==> config.mk <==
export PLATFORM = sky130hd
export DESIGN_NAME = mem_arbiter
export DESIGN_NICKNAME = d
export VERILOG_FILES = /design/src/rtl/mem_arbiter.sv
export SDC_FILE = /design/constraint.sdc
export NUM_CORES = 1
export LEC_CHECK = 0
export BUFFER_PORTS_ARGS = -buffer_cell sky130_fd_sc_hd__buf_2
export CORE_MARGIN = 1
export CORE_UTILIZATION = 40
export CTS_CLUSTER_SIZE = 30
export DETAILED_ROUTE_END_ITERATION = 7
export GPL_ROUTABILITY_DRIVEN = 0
export PLACE_DENSITY = 0.7
export SYNTH_ARGS = -nofsm -noshare
export SYNTH_HDL_FRONTEND = slang
export SYNTH_SLANG_ARGS = --single-unit
==> constraint.sdc <==
create_clock -name clk -period 3.23 [get_ports clk]
set_input_delay 0.4845 -clock clk [delete_from_list [all_inputs] [get_ports clk]]
set_output_delay 0.4845 -clock clk [all_outputs]
set_load 0.02 [all_outputs]
==> src/rtl/mem_arbiter.sv <==
// Single-port memory arbiter: shares one memory port between fetch and data requesters.
// Optional fetch anti-starvation is enabled by defining ARB_FAIRNESS_EN.
module mem_arbiter #(
    parameter int unsigned ADDR_W       = 32,
    parameter int unsigned DATA_W       = 32,
    parameter int unsigned MAX_WAIT     = 15,
    parameter int unsigned STARVE_LIMIT = 4
) (
    input  logic              clk,
    input  logic              reset,
    input  logic              i_req,
    input  logic [ADDR_W-1:0] i_addr,
    output logic [DATA_W-1:0] i_rdata,
    output logic              i_ready,
    input  logic              d_req,
    input  logic              d_we,
    input  logic [ADDR_W-1:0] d_addr,
    input  logic [DATA_W-1:0] d_wdata,
    output logic [DATA_W-1:0] d_rdata,
    output logic              d_ready,
    output logic              mem_req,
    output logic              mem_we,
    output logic [ADDR_W-1:0] mem_addr,
    output logic [DATA_W-1:0] mem_wdata,
    input  logic [DATA_W-1:0] mem_rdata,
    input  logic              mem_ack,
    output logic              stall,
    output logic              timeout
);

    localparam logic [1:0] S_IDLE    = 2'd0;
    localparam logic [1:0] S_GRANT_I = 2'd1;
    localparam logic [1:0] S_GRANT_D = 2'd2;

    localparam int unsigned WAIT_W = 8;

    logic [1:0]        r_state;
    logic [1:0]        w_state_nxt;
    logic              w_arb;
    logic              w_grant_i;
    logic              w_grant_d;
    logic              w_ack;
    logic              w_expire;
    logic              w_force_i;
    logic [WAIT_W-1:0] r_wait;
    logic              r_mem_req;
    logic              r_mem_we;
    logic [ADDR_W-1:0] r_mem_addr;
    logic [DATA_W-1:0] r_mem_wdata;
    logic [DATA_W-1:0] r_i_rdata;
    logic [DATA_W-1:0] r_d_rdata;
    logic              r_i_ready;
    logic              r_d_ready;
    logic              r_timeout;

    // The ready-pulse cycle never arbitrates: the finished requester still holds req.
    assign w_arb = (r_state == S_IDLE) && !(r_i_ready || r_d_ready);

    always_ff @(posedge clk or negedge reset) begin
        if (!reset) begin
            r_state <= S_IDLE;
        end else begin
            r_state <= w_state_nxt;
        end
    end

    always_comb begin
        w_state_nxt = r_state;
        w_grant_i   = 1'b0;
        w_grant_d   = 1'b0;
        w_ack       = 1'b0;
        w_expire    = 1'b0;
        case (r_state)
            S_IDLE: begin
                if (w_arb) begin
                    if (i_req && (w_force_i || !d_req)) begin
                        w_grant_i   = 1'b1;
                        w_state_nxt = S_GRANT_I;
                    end else if (d_req) begin
                        w_grant_d   = 1'b1;
                        w_state_nxt = S_GRANT_D;
                    end
                end
            end
            S_GRANT_I, S_GRANT_D: begin
                // Ack on the final wait cycle still wins over expiry.
                w_ack    = mem_ack;
                w_expire = !mem_ack && (r_wait == WAIT_W'(MAX_WAIT - 1));
                if (mem_ack || w_expire) begin
                    w_state_nxt = S_IDLE;
                end
            end
            default: w_state_nxt = S_IDLE;
        endcase
    end

    always_ff @(posedge clk or negedge reset) begin
        if (!reset) begin
            r_wait      <= '0;
            r_mem_req   <= 1'b0;
            r_mem_we    <= 1'b0;
            r_mem_addr  <= '0;
            r_mem_wdata <= '0;
            r_i_rdata   <= '0;
            r_d_rdata   <= '0;
            r_i_ready   <= 1'b0;
            r_d_ready   <= 1'b0;
            r_timeout   <= 1'b0;
        end else begin
            r_i_ready <= 1'b0;
            r_d_ready <= 1'b0;
            r_timeout <= 1'b0;
            if (w_grant_i || w_grant_d) begin
                r_mem_req   <= 1'b1;
                r_mem_we    <= w_grant_d & d_we;
                r_mem_addr  <= w_grant_d ? d_addr : i_addr;
                r_mem_wdata <= w_grant_d ? d_wdata : '0;
                r_wait      <= '0;
            end else if (w_ack || w_expire) begin
                r_mem_req <= 1'b0;
                r_mem_we  <= 1'b0;
                r_timeout <= w_expire;
                if (r_state == S_GRANT_I) begin
                    r_i_ready <= 1'b1;
                    r_i_rdata <= w_ack ? mem_rdata : '0;
                end else begin
                    r_d_ready <= 1'b1;
                    r_d_rdata <= w_ack ? mem_rdata : '0;
                end
            end else if (r_mem_req) begin
                r_wait <= r_wait + WAIT_W'(1);
            end
        end
    end

`ifdef ARB_FAIRNESS_EN
    localparam int unsigned STARVE_W = (STARVE_LIMIT < 1) ? 1 : $clog2(STARVE_LIMIT + 1);

    logic [STARVE_W-1:0] r_starve;

    assign w_force_i = (r_starve == STARVE_W'(STARVE_LIMIT));

    // Counts data grants that bypassed a waiting fetch; saturates at the limit.
    always_ff @(posedge clk or negedge reset) begin
        if (!reset) begin
            r_starve <= '0;
        end else if (w_arb && !i_req) begin
            r_starve <= '0;
        end else if (w_grant_i) begin
            r_starve <= '0;
        end else if (w_grant_d && !w_force_i) begin
            r_starve <= r_starve + STARVE_W'(1);
        end
    end
`else
    // A zero limit degenerates to fetch-first in either build.
    assign w_force_i = (STARVE_LIMIT == 0);
`endif

    assign mem_req   = r_mem_req;
    assign mem_we    = r_mem_we;
    assign mem_addr  = r_mem_addr;
    assign mem_wdata = r_mem_wdata;
    assign i_rdata   = r_i_rdata;
    assign d_rdata   = r_d_rdata;
    assign i_ready   = r_i_ready;
    assign d_ready   = r_d_ready;
    assign timeout   = r_timeout;
    assign stall     = (i_req & ~r_i_ready) | (d_req & ~r_d_ready);

endmodule

; ---- Yosys cells after proc, flatten, opt, wreduce, memory -nomap -nowiden
; Index checks and enable logic that the tools add are counted.
[op_classes]
mux = 31
n_eq_ne = 7
reduce_logical = 18
addsub = 1
n_bitwise = 8
[ops]
columns = operator, count
row1 = 32-bit two-way mux, 3
row2 = 8-bit two-way mux, 3
row3 = 1-bit two-way mux, 20
row4 = 3-bit AND reduction, 3
row5 = "8-bit by 1-bit adder with 8-bit output, second input constant", 1
row6 = "8-bit by 4-bit equality test with 1-bit output, second input constant", 1
row7 = 2-bit two-way mux, 4
row8 = "2-bit != test, second input constant", 3
row9 = 1-bit logical OR, 4
row10 = 1-bit inverter, 4
row11 = 2-bit case mux with 2 select lines, 1
row12 = 2-bit nonzero test, 2
row13 = 1-bit AND, 3
row14 = 1-bit logical AND, 3
row15 = 1-bit zero test, 3
row16 = "3-bit by 2-bit != test with 1-bit output, second input constant", 1
row17 = "2-bit by 1-bit equality test with 1-bit output, second input constant", 1
row18 = "2-bit equality test, second input constant", 1
row19 = 2-bit zero test, 1
row20 = 2-bit AND reduction, 1
row21 = 2-bit OR reduction, 1
row22 = 1-bit OR, 1
[word_totals]
reg_bits = 143
wordCells = 76
output_inout_bits = 134

; ---- Longest topological paths before layout
[depth]
word_depth = 8
ltp_mapped = 8

; ---- Worst setup path before layout
; Ideal clock, no wire load.
[synth_path]
path_type = reg2reg
start = reg r_wait[0]
end = reg r_d_rdata[10] (netlist: d_rdata[10])
n_path_buf = 1
setup_ns = 0.125
period_less_slack_ns = 2.030
setup_slack_ns = 1.200
t_arrival_ns = 1.905
path_stages_with_launch = 8
cell_sequence = dfrtp_1 inv_1 ha_1 and4b_1 a21oi_2 nor4b_4 buf_6 mux2_2
[synth_via]
elab_chain_len = 5
[synth_rtl]
columns = element, line_no
row1 = from (decl), 45  ; logic [WAIT_W-1:0] r_wait;
row2 = from (signal assigned), 131  ; r_wait <= r_wait + WAIT_W'(1);
row3 = 8-bit by 4-bit equality test with 1-bit output, 88  ; w_expire = !mem_ack && (r_wait == WAIT_W'(MAX_WAIT - 1));
row4 = 1-bit logical AND, 88
row5 = 1-bit two-way mux, 73  ; case (r_state)
row6 = 1-bit logical OR, 119  ; end else if (w_ack || w_expire) begin
row7 = 3-bit AND reduction (no source line), --
row8 = to (signal assigned), 128  ; r_d_rdata <= w_ack ? mem_rdata : '0;
row9 = to (decl), 51  ; logic [DATA_W-1:0] r_d_rdata;
; Every way passes these cells.
; A chain may end at the register's enable or synchronous reset.

; ---- Final worst setup path
[layout_path]
start = reg r_state[0]
end = reg r_d_rdata[9] (netlist: d_rdata[9])
[layout_via]
elab_chain_len = 7
elab_cells_between_ends = 17
cone_classes = eq/ne (2) / mux (7) / bitwise (2) / reduce/logical (6)
[layout_rtl]
columns = element, line_no
row1 = from (decl), 37  ; logic [1:0] r_state;
row2 = from (signal assigned), 63  ; r_state <= w_state_nxt;
row3 = 2-bit zero test, "57, 73"
row4 = 1-bit logical AND, 57  ; assign w_arb = (r_state == S_IDLE) && !(r_i_ready || r_d_ready);
row5 = 1-bit two-way mux, 75  ; if (w_arb) begin
row6 = 1-bit two-way mux, 73
row7 = 1-bit logical OR, 113  ; if (w_grant_i || w_grant_d) begin
row8 = 1-bit inverter (no source line), --
row9 = 3-bit AND reduction (no source line), --
; Several ways; a longest one is shown, not always the timed one.

==> impl_metrics.json <==
{
  "post-synth-top-count-cell": "dfrtp_1",
  "core_mm2": 0.01459,
  "setup_viol": 0,
  "synth_edf_count": 0,
  "grt_pass1_wl_um": 24560,
  "grt_overflow": 0,
  "grt_max_degree": 99,
  "syn_to_final_growth_pct": 33.90,
  "finalHoldViolations": 0,
  "yosysUniqueCellTypes": 41,
  "portBuffers": 267,
  "fp.dieH_um": 124.6,
  "crit_required_ns": 3.53,
  "nFillCells": 1240,
  "synth_area_leaders": "dfrtp_1, mux2_2, mux2i_1",
  "diodes": 0,
  "vias_per_cell": 5.091,
  "rsz0062_at_grt": "false",
  "fin_skew_ns": 0.009082,
  "drc": 0,
  "syn_avg_cell_area_um2": 12.85,
  "cts_hold_buf": 0,
  "async_reset_ff_frac": 1.000,
  "status": "finished clean",
  "hold_class": "primary input to asynchronous set/reset pin",
  "yosysWarningCount": 0,
  "max-slew-margin-rel": 0.4172,
  "swShare": 0.4154,
  "ctsResizeCount": 0,
  "initial_core_util": 0.4121,
  "final_antenna_net_count": 0,
  "synth_top_area_share": 0.5952,
  "worst_setup_path_start_kind": "flip-flop",
  "intPower_mw": 5.041,
  "max-clock-path-buffers": 2,
  "nNetsFinal": 868,
  "first_global_vias": 4753,
  "antenna_found_initial": 0,
  "rows": 44,
  "drv_cap": 0,
  "synth_top_cell_by_area": "dfrtp_1",
  "ios": 268,
  "p_leak_nw": 4.442,
  "power_density_mw_per_mm2": 1071,
  "combPwrFrac": 0.436,
  "synth_area_mm2": 0.006012,
  "place_area_mm2": 0.007491,
  "drv_slew": 0,
  "ys_seq_elements": 143,
  "synth_top_flop_cell": "dfrtp_1",
  "postSynthCellCount": 468,
  "grtUsageTotal": 0.1999,
  "postCtsSetupBuffers": 0,
  "wirelength_um": 14870,
  "min_period_ns": 2.309,
  "tns_ns": 0,
  "max_freq_ghz": 0.4331,
  "cts_tree": "yes",
  "fp.dieW_um": 124.6,
  "drtIter0Drc": 214,
  "htree_levels": 4,
  "critPathKind": "flip-flop to flip-flop",
  "ir_worst_vdd_v": 0.0004292,
  "dieArea_mm2": 0.01552,
  "final_layout_size_suffix_gt1_frac": 0.5020,
  "cts_buffers": 17,
  "drt_pass1_iterations": 4,
  "dp_hpwl_um": 10660,
  "crit_path_end_kind": "flip-flop",
  "clk_latency_ns": 0.42,
  "path_clk_slew_ns": 0.06,
  "share_seq_of_total_power": 0.350,
  "p_switching_mw": 3.582,
  "cts_root_buffer": "clkbuf_16",
  "yosys-top-cells-count": "dfrtp_1, mux2_2, nand2_1",
  "synthesis.nets": 606,
  "yosysSeqAreaShare": 0.5952,
  "clkSinkCount": 143,
  "arrival_ns": 2.61,
  "p_clk_frac": 0.214,
  "wl_per_cell_um": 16.04,
  "dr_total_vias": 4719,
  "critPathMaxFanout": 33,
  "tightest_slew_ns": 0.8742,
  "fin_crit_sh": 0.7149,
  "finish.instance_area_mm2": 0.008050
}
[metal layers]
layer / part of all wire / up-vias / GRT usage
met5: 0 / - / 0
met4: 0.017 / 0 / 0.07867
met3: 0.077 / 19 / 0.05670
met2: 0.47 / 217 / 0.3178
met1: 0.44 / 2253 / 0.2572
li1: - / 2230 / -
[registers in the layout, indices dropped and copies added (netlist names)]
register and cells:
mem_we 1, d_rdata 32, i_rdata 32, r_wait 8
mem_wdata 32, mem_addr 32, timeout 1, mem_req 1
d_ready 1, r_state 2, i_ready 1
[critical path: stages (launching register included)]
cell	delay, ns
dfrtp_1	0.38
inv_1	0.06
ha_1	0.27
o211a_1	0.33
nor4b_4	0.30
buf_4	0.42
mux2_2	0.39
[power groups by stage]
stage / registers, mW / logic, mW / clock network, mW
floorplan: 3.94 / 1.60 / 0
global placement: 3.01 / 3.71 / 0
detailed placement: 3.04 / 3.81 / 0
CTS: 3.02 / 3.80 / 1.90
global route: 3.12 / 4.06 / 1.98
finish: 3.02 / 3.76 / 1.85
[kinds of logic after synthesis]
logic type,after synthesis,synth area share
flip-flops,143,0.5952
AND/OR/NAND/NOR,97,0.08970
multiplexers,96,0.1732
AO/OA/AOI/OAI,89,0.09969
buffers and inverters,37,0.03101
adder cells (fa/ha/maj),4,0.008325
XOR/XNOR,2,0.002914
[path summary, 6_finish.rpt]
check | start | end | slack [ns] | depth (start not counted)
worst max-delay path | r_state[0] | d_rdata[9] | 0.92 | 6
worst min-delay path | reset | d_rdata[23] | 0.05 | 1
worst max register to register | r_state[0] | d_rdata[9] | 0.92 | 6
worst min register to register | mem_addr[30] | mem_addr[30] | 0.47 | 2
max in group asynchronous | reset | mem_wdata[25] | 2.40 | 2
min in group clk | d_wdata[30] | mem_wdata[30] | 0.27 | 2
[layout make-up]
cell class	instances	area [µm²]	share of cell area
Tap cell	184	230.2	0.02860
Clock buffer	17	425.4	0.05284
Multi-Input combinational cell	288	2248	0.2793
Sequential cell	143	3578	0.4445
Inverter	5	18.77	0.002331
Clock inverter	15	133.9	0.01663
Timing Repair Buffer	275	1415	0.1758
[per-stage QoR]
step,power (mW),worst slack (ns),hold WS (ns),cells,utilization
floorplan,5.548,1.200,0.1889,468,-
global placement,6.721,0.9817,0.4603,895,0.5135
detailed placement,6.847,0.9353,0.4650,895,0.5135
CTS,8.724,0.9208,0.05465,927,0.5518
global route,9.159,0.7594,0.09433,927,0.5518
finish,8.623,0.9208,0.05131,927,0.5518
[cells in the final DEF, fill, tap and decap left out, types with 5 or more instances in the layout]
cell type	Yosys	routed
a22o_1	32	32
o21ai_0	37	37
inv_6	0	8
clkbuf_16	0	17
buf_2	2	266
and3_1	33	32
buf_4	6	7
dfrtp_1	143	143
nand2_1	39	39
mux2_2	60	60
a21oi_1	8	8
mux2i_1	32	32
or3_1	5	5
inv_1	5	5
Note: power is estimated with default switching activity, not from simulation.
